--- config.mk ---
export PLATFORM = sky130hd
export DESIGN_NAME = jk_counter_bank
export DESIGN_NICKNAME = d
export VERILOG_FILES = /design/src/rtl/jk_counter_bank.sv
export SDC_FILE = /design/constraint.sdc
export NUM_CORES = 1
export LEC_CHECK = 0
export CORE_MARGIN = 3
export CORE_UTILIZATION = 37
export DETAILED_ROUTE_END_ITERATION = 12
export GPL_TIMING_DRIVEN = 0
export HOLD_SLACK_MARGIN = 0.02
export PLACE_DENSITY = 0.89
export SETUP_SLACK_MARGIN = 0.4
export SLEW_MARGIN = 10
export SYNTH_ARGS = -nofsm -noshare
export SYNTH_HDL_FRONTEND = slang
export SYNTH_SLANG_ARGS = --single-unit
--- constraint.sdc ---
create_clock -name clk -period 1.7 [get_ports clk]
set_input_delay 0.51 -clock clk [delete_from_list [all_inputs] [get_ports clk]]
set_output_delay 0.51 -clock clk [all_outputs]
set_load 0.05 [all_outputs]
--- src/rtl/jk_counter_bank.sv ---
// Bank of WIDTH JK flip-flops that can also act as a modulo-MOD up/down counter
// or a parallel-load register, with wrap and clamp event pulses.
module jk_counter_bank #(
  parameter int WIDTH = 4,
  parameter int MOD   = 16
) (
  input  logic             clk,
  input  logic             reset,
  input  logic             en_i,
  input  logic [1:0]       mode_i,
  input  logic [WIDTH-1:0] j_i,
  input  logic [WIDTH-1:0] k_i,
  input  logic [WIDTH-1:0] d_i,
  output logic [WIDTH-1:0] q_o,
  output logic [WIDTH-1:0] qb_o,
  output logic             tc_o,
  output logic             ovf_o,
  output logic             err_o
);

  // The modulus may equal 2^WIDTH, so range checks are done one bit wider than the register.
  localparam logic [WIDTH:0]   MOD_C  = (WIDTH+1)'(MOD);
  localparam logic [WIDTH-1:0] MAX_C  = WIDTH'(MOD - 1);
  localparam logic [WIDTH-1:0] ZERO_C = {WIDTH{1'b0}};
  localparam logic [WIDTH-1:0] ONE_C  = WIDTH'(1);

  localparam logic [1:0] MODE_JK   = 2'b00;
  localparam logic [1:0] MODE_UP   = 2'b01;
  localparam logic [1:0] MODE_DOWN = 2'b10;
  localparam logic [1:0] MODE_LOAD = 2'b11;

  logic [WIDTH-1:0] q_r;
  logic [WIDTH-1:0] q_next_s;
  logic             ovf_r;
  logic             err_r;
  logic             ovf_next_s;
  logic             err_next_s;

  // Next-state and event selection for the currently requested operation.
  always_comb begin
    q_next_s   = q_r;
    ovf_next_s = 1'b0;
    err_next_s = 1'b0;
    if (en_i) begin
      case (mode_i)
        MODE_JK: begin
          // Characteristic equation Q+ = J&~Q | ~K&Q, applied bitwise.
          q_next_s = (j_i & ~q_r) | (~k_i & q_r);
        end
        MODE_UP: begin
          if (q_r >= MAX_C) begin
            q_next_s   = ZERO_C;
            ovf_next_s = 1'b1;
          end else begin
            q_next_s = q_r + ONE_C;
          end
        end
        MODE_DOWN: begin
          if (q_r == ZERO_C) begin
            q_next_s   = MAX_C;
            ovf_next_s = 1'b1;
          end else if ({1'b0, q_r} >= MOD_C) begin
            q_next_s = MAX_C;
          end else begin
            q_next_s = q_r - ONE_C;
          end
        end
        MODE_LOAD: begin
          if ({1'b0, d_i} < MOD_C) begin
            q_next_s = d_i;
          end else begin
            q_next_s   = MAX_C;
            err_next_s = 1'b1;
          end
        end
        default: begin
          q_next_s = q_r;
        end
      endcase
    end else begin
      q_next_s = q_r;
    end
  end

  // State and event-pulse registers with synchronous reset.
  always_ff @(posedge clk) begin
    if (reset) begin
      q_r   <= ZERO_C;
      ovf_r <= 1'b0;
      err_r <= 1'b0;
    end else begin
      q_r   <= q_next_s;
      ovf_r <= ovf_next_s;
      err_r <= err_next_s;
    end
  end

  // Terminal count looks at the live mode so it is valid even while held.
  always_comb begin
    if (mode_i == MODE_UP) begin
      tc_o = (q_r == MAX_C);
    end else if (mode_i == MODE_DOWN) begin
      tc_o = (q_r == ZERO_C);
    end else begin
      tc_o = 1'b0;
    end
  end

  assign q_o   = q_r;
  assign qb_o  = ~q_r;
  assign ovf_o = ovf_r;
  assign err_o = err_r;

endmodule

==> impl_results.md, run 1 <==
- Status: stopped before the end
- Halt point of the flow: clock tree synthesis
- First logged error message: [ERROR DPL-0033] detailed placement checks failed during check placement.
- Placer Congestion: 0.7847
- Setup repair bufs after CTS: 21
- Placed inst area: 859.6 um2
- Synthesized Nets: 89
- Hold-fix buffers at CTS: 0
- Synthesized instance count: 66
- Die Ht: 43.51 um
- IO Count: 28
- Number of levels in the clock H-tree: 1
- Number of buffers created by CTS: 3
- Floorplan die width: 43.51 um
- CTS sink cnt: 5
- Syn. warnings: 0
- CTS Root Buffer Type: sky130_fd_sc_hd__clkbuf_4
- Mean Syn Cell Area: 7.886 um2
- Initial Utilization: 42.80%
- Number of rows created at floorplan: 12
- Cell area after synthesis: 520.5 um2
- Fraction of the yosys area taken by sequential cells: 19.23%
- Final HPWL DP: 1.231 mm
- CTS max path bufs: 2
- Post-cts resize count: 112
- Port buffer count: 26
- Unique cell type count in the Yosys netlist: 33
- Seq cells post-synth: 5
## synth_stat cells
cell type	instances	share of area [%]
sky130_fd_sc_hd__a2111oi_2	1	2.9
sky130_fd_sc_hd__a211o_1	1	1.7
sky130_fd_sc_hd__a211oi_1	1	1.4
sky130_fd_sc_hd__a21oi_1	10	9.6
sky130_fd_sc_hd__a221o_1	1	1.9
sky130_fd_sc_hd__a221oi_1	1	1.7
sky130_fd_sc_hd__a311oi_1	1	1.7
sky130_fd_sc_hd__a31oi_1	1	1.2
sky130_fd_sc_hd__a41o_1	1	1.9
sky130_fd_sc_hd__a41oi_1	1	1.7
sky130_fd_sc_hd__and2_1	1	1.2
sky130_fd_sc_hd__and4_1	1	1.7
sky130_fd_sc_hd__buf_4	2	2.9
sky130_fd_sc_hd__buf_6	1	2.2
sky130_fd_sc_hd__conb_1	1	0.72
sky130_fd_sc_hd__dfxtp_1	5	19
sky130_fd_sc_hd__ha_1	6	14
sky130_fd_sc_hd__inv_1	7	5.0
sky130_fd_sc_hd__inv_2	1	0.72
sky130_fd_sc_hd__mux2i_1	1	1.9
sky130_fd_sc_hd__nand2_1	3	2.2
sky130_fd_sc_hd__nand2b_1	1	1.2
sky130_fd_sc_hd__nand3_1	1	0.96
sky130_fd_sc_hd__nand3_2	1	1.9
sky130_fd_sc_hd__nand4_1	1	1.2
sky130_fd_sc_hd__nand4bb_1	1	2.2
sky130_fd_sc_hd__nor2_1	3	2.2
sky130_fd_sc_hd__nor2b_1	1	1.2
sky130_fd_sc_hd__nor3_1	1	0.96
sky130_fd_sc_hd__o211a_1	1	1.9
sky130_fd_sc_hd__o21ai_0	4	3.8
sky130_fd_sc_hd__or3_1	1	1.2
sky130_fd_sc_hd__xor2_1	2	3.4
## cells by family after synthesis
| logic type | Yosys count | share of synthesized area, % |
|---|---|---|
| mux | 1 | 1.923 |
| xor+xnor | 2 | 3.366 |
| fa+ha+maj | 6 | 14.42 |
| compound gates | 24 | 31.49 |
| simple gates | 16 | 18.03 |
| flops | 5 | 19.23 |
| other cells | 1 | 0.7205 |
| buf+inv | 11 | 10.82 |
## through the flow
stage          setup slack [ns]  hold slack, ns  setup TNS, ns  util, %  cells
2_1_floorplan           -0.1477          0.5690        -0.1477        -     66
3_3_place_gp             -1.289          0.5145         -3.379    70.68    106
3_5_place_dp             -1.341          0.5219         -3.753    70.68    106
==> run 2: changes to the inputs <==
==> config.mk (replaced) <==
export PLATFORM = sky130hd
export DESIGN_NAME = jk_counter_bank
export DESIGN_NICKNAME = d
export VERILOG_FILES = /design/src/rtl/jk_counter_bank.sv
export SDC_FILE = /design/constraint.sdc
export NUM_CORES = 1
export LEC_CHECK = 0
export CORE_AREA = 3 3 64 66
export DETAILED_ROUTE_END_ITERATION = 12
export DIE_AREA = 0 0 67 69
export GPL_TIMING_DRIVEN = 0
export PLACE_DENSITY_LB_ADDON = 0.15
export SLEW_MARGIN = 10
export SYNTH_ARGS = -nofsm -noshare
export SYNTH_HDL_FRONTEND = slang
export SYNTH_SLANG_ARGS = --single-unit
==> run 2 against run 1 <==
Compared with the run above:
- the flow now finishes, with violations (setup timing)
- synthesized cell count unchanged
- synthesized area unchanged
==> impl_results.md, run 2 <==
- Startpoint kind of the worst setup timing path: flop
- Area fraction in compound gates after synthesis: 31.49%
- Vias per cell: 4.013
- Class of the most critical setup path: flop to output pin
- IO Count: 28
- Start point of the critical path: q_o[1]$_SDFFE_PP0P_
- CTS clock-pin slew for the worst setup and hold paths: 0.04 ns
- Dpl ws: -1.349 ns
- Source-to-sink clock delay at the later pin of the worst-skew pair: 0.22 ns
- Slack of the critical path: -0.1176 ns
- CTS max path bufs: 2
- Area of the multi-input gates: 447.9 um2
- Number of rows created at floorplan: 22
- Number of levels in the clock H-tree: 1
- Post-route DRC violation count: 0
- Share of final-layout standard cells stronger than drive strength 1: 41.28%
- Fraction of the yosys area taken by sequential cells: 19.23%
- Area delta synth->final: 104.6%
- Area share of fa/ha/maj cells after synthesis: 14.42%
- Vias after detailed routing: 630
- CP max FO: 6
- Number of hold violations in the final report: 0
- Post-DR wirelength/cell: 11.84 um
- Port buffer count: 26
- F_max: 550.2 MHz
- Synthesized Nets: 89
- Total global routing overflow: 0
- Number of flip-flops in the largest register: 4
- Worst path arrival time: 1.31 ns
- Worst Min Path Start: q_o[1]$_SDFFE_PP0P_
- Vias in the first global route: 611
- Placed inst area: 897.1 um2
- Largest net degree at the start of global routing: 11
- Number of flops mapped to enable cells by yosys: 0
- Reg-to-Reg Start: q_o[0]$_SDFFE_PP0P_
- Fraction of the mapped netlist area in simple logic gates: 18.03%
- DRT Pass-1 Iters: 2
- Clock Skew: 0.003365 ns
- Synthesized instance count: 66
- Core area: 0.003633 mm2
- Post-synth top area cell: sky130_fd_sc_hd__dfxtp_1
- Post-route cell area: 0.001065 mm2
- Floorplan die width: 67 um
- Overall global routing resource usage: 8.048%
- Initial Utilization: 14.33%
- Number of fill cells in the layout: 406
- Post-layout power: 0.6562 mW
- Main flop type after synthesis: sky130_fd_sc_hd__dfxtp_1
- Final period demand of the worst path: 1.818 ns
- Top cells by count, synth: sky130_fd_sc_hd__a21oi_1 (10), sky130_fd_sc_hd__inv_1 (7), sky130_fd_sc_hd__ha_1 (6)
- CTS tree: yes
- Area fraction of the dominant cell type after synthesis: 19.23%
- CTS sink cnt: 5
- Unique cell type count in the Yosys netlist: 33
- Die ar.: 0.004623 mm2
- Fraction of synthesis flops using an asynchronous set or reset pin: 0%
- Placer Congestion: 0.7238
- Most numerous cell in the Yosys netlist: sky130_fd_sc_hd__a21oi_1
- Pwr/cell area: 616.3 mW/mm2
- Count of routing violations after the opening detailed-route iteration: 28
- Core occupancy in the finished layout: 29.30%
- Syn. warnings: 0
- Final max-slew violation count: 0
- Global-route wire length before repair: 2.829 mm
- Final HPWL DP: 1.407 mm
- Post-route clock period utilization: 106.9%
- Antenna-violating nets left: 0
- Total Routed Length: 1.859 mm
- Number of max-capacitance violations reported: 0
- Leakage power figure: 0.4389 nW
- Most frequent cells in the layout: sky130_fd_sc_hd__buf_4 (18), sky130_fd_sc_hd__clkdlybuf4s50_1 (13), sky130_fd_sc_hd__a21oi_1 (10), sky130_fd_sc_hd__ha_4 (4), sky130_fd_sc_hd__dlygate4sd2_1 (4)
- Seq cells post-synth: 5
- Number of nets in the final layout: 133
- Cell area after synthesis: 520.5 um2
- Unrepaired setup endpoints after global routing: yes
- Largest voltage drop on the vdd net: 0.0001719 V
- Leading cell type in the layout, fill and taps excluded: sky130_fd_sc_hd__buf_4
- Class of the most critical hold timing path: flop to flop
- Die Ht: 69 um
- Leading post-synthesis cells by cell area: sky130_fd_sc_hd__dfxtp_1 (19%), sky130_fd_sc_hd__ha_1 (14%), sky130_fd_sc_hd__a21oi_1 (9.6%), sky130_fd_sc_hd__inv_1 (5.0%), sky130_fd_sc_hd__o21ai_0 (3.8%)
- Mean Syn Cell Area: 7.886 um2
- Setup Viol. Count Final: 2
- Antenna violations before repair: 0
- Number of buffers created by CTS: 3
- CTS Root Buffer Type: sky130_fd_sc_hd__clkbuf_8
- Antenna diode instance count: 0
- Violated checks: setup timing
- Fraction of synthesized cell area in xor and xnor cells: 3.365%
- Status: finished with violations
- CP Capture Type: output pin
- Dominant combinational cell family by area after synthesis: compound AO/OA/AOI/OAI gates
- Sequential standard cell area: 108.9 um2
- Required time of the critical path: 1.19 ns
- Multiplexer share of the synthesized area: 1.923%
==> run 2: cell counts after synthesis <==
Identical to the previous run, type by type.
==> run 2: final cells by class <==
type | count | area share (%)
sequential | 5 | 10.22
inverter | 8 | 3.995
buffer | 3 | 2.468
clock buffer | 4 | 4.230
multi-input combinational | 50 | 42.07
timing repair buffer | 39 | 31.37
tap | 48 | 5.640
==> run 2: critical path: stages, from the launching register on <==
cell	delay, ns
sky130_fd_sc_hd__dfxtp_4	0.37
sky130_fd_sc_hd__clkinvlp_4	0.09
sky130_fd_sc_hd__ha_4	0.16
sky130_fd_sc_hd__nand4bb_4	0.13
sky130_fd_sc_hd__o21ai_4	0.17
sky130_fd_sc_hd__buf_6	0.17
==> run 2: power by group <==
| group | switching [mW] | internal [mW] | leakage, nW | total (mW) |
|---|---|---|---|---|
| Combinational | 0.158 | 0.135 | 0.373 | 0.293 |
| Clock | 0.0581 | 0.161 | 0.0228 | 0.219 |
| Sequential | 0.0174 | 0.127 | 0.0428 | 0.144 |
| Total | 0.233 | 0.423 | 0.439 | 0.656 |
==> run 2: worst paths after layout <==
| path | cells after the start | to | slack [ns] |
|---|---|---|---|
| worst max register to register | 6 | q_o[3]$_SDFFE_PP0P_ | 0.23 |
| worst max-delay path | 5 | tc_o | -0.12 |
| worst min register to register | 2 | q_o[1]$_SDFFE_PP0P_ | 0.53 |
| worst min-delay path | 2 | q_o[1]$_SDFFE_PP0P_ | 0.53 |
==> run 2: stage by stage <==
step	instances	hold WS, ns	setup TNS (ns)
final	157	0.5330	-0.1260
after global routing	157	0.5540	-0.2028
after CTS	149	0.5316	-0.1600
after detailed placement	140	0.5319	-3.844
after global placement	140	0.5219	-3.872
after floorplan	66	0.5690	-0.1477
==> run 2: cells by family after synthesis <==
group                      Yosys count
and+or+nand+nor                     16
other                                1
muxes                                1
xor gates and xnor gates             2
AOI/OAI and AO/OA                   24
adders and majority gates            6
DFF                                  5
buffers and inverters               11
==> run 2: metal layers <==
layer  wire length (um)  GRT usage, %
met1                862         10.34
met2                828         11.79
met3                131         2.117
met4                 36         4.730
met5                  0             0
==> run 2: repair_timing <==
item | in CTS | in global routing
setup endpoints to repair | 15 | 4
pin swaps | 2 | 6
hold buffers | 0 | 0
buffers inserted | 5 | 8
resized for setup | 41 | 11
Note: power is estimated with default switching activity, not from simulation.
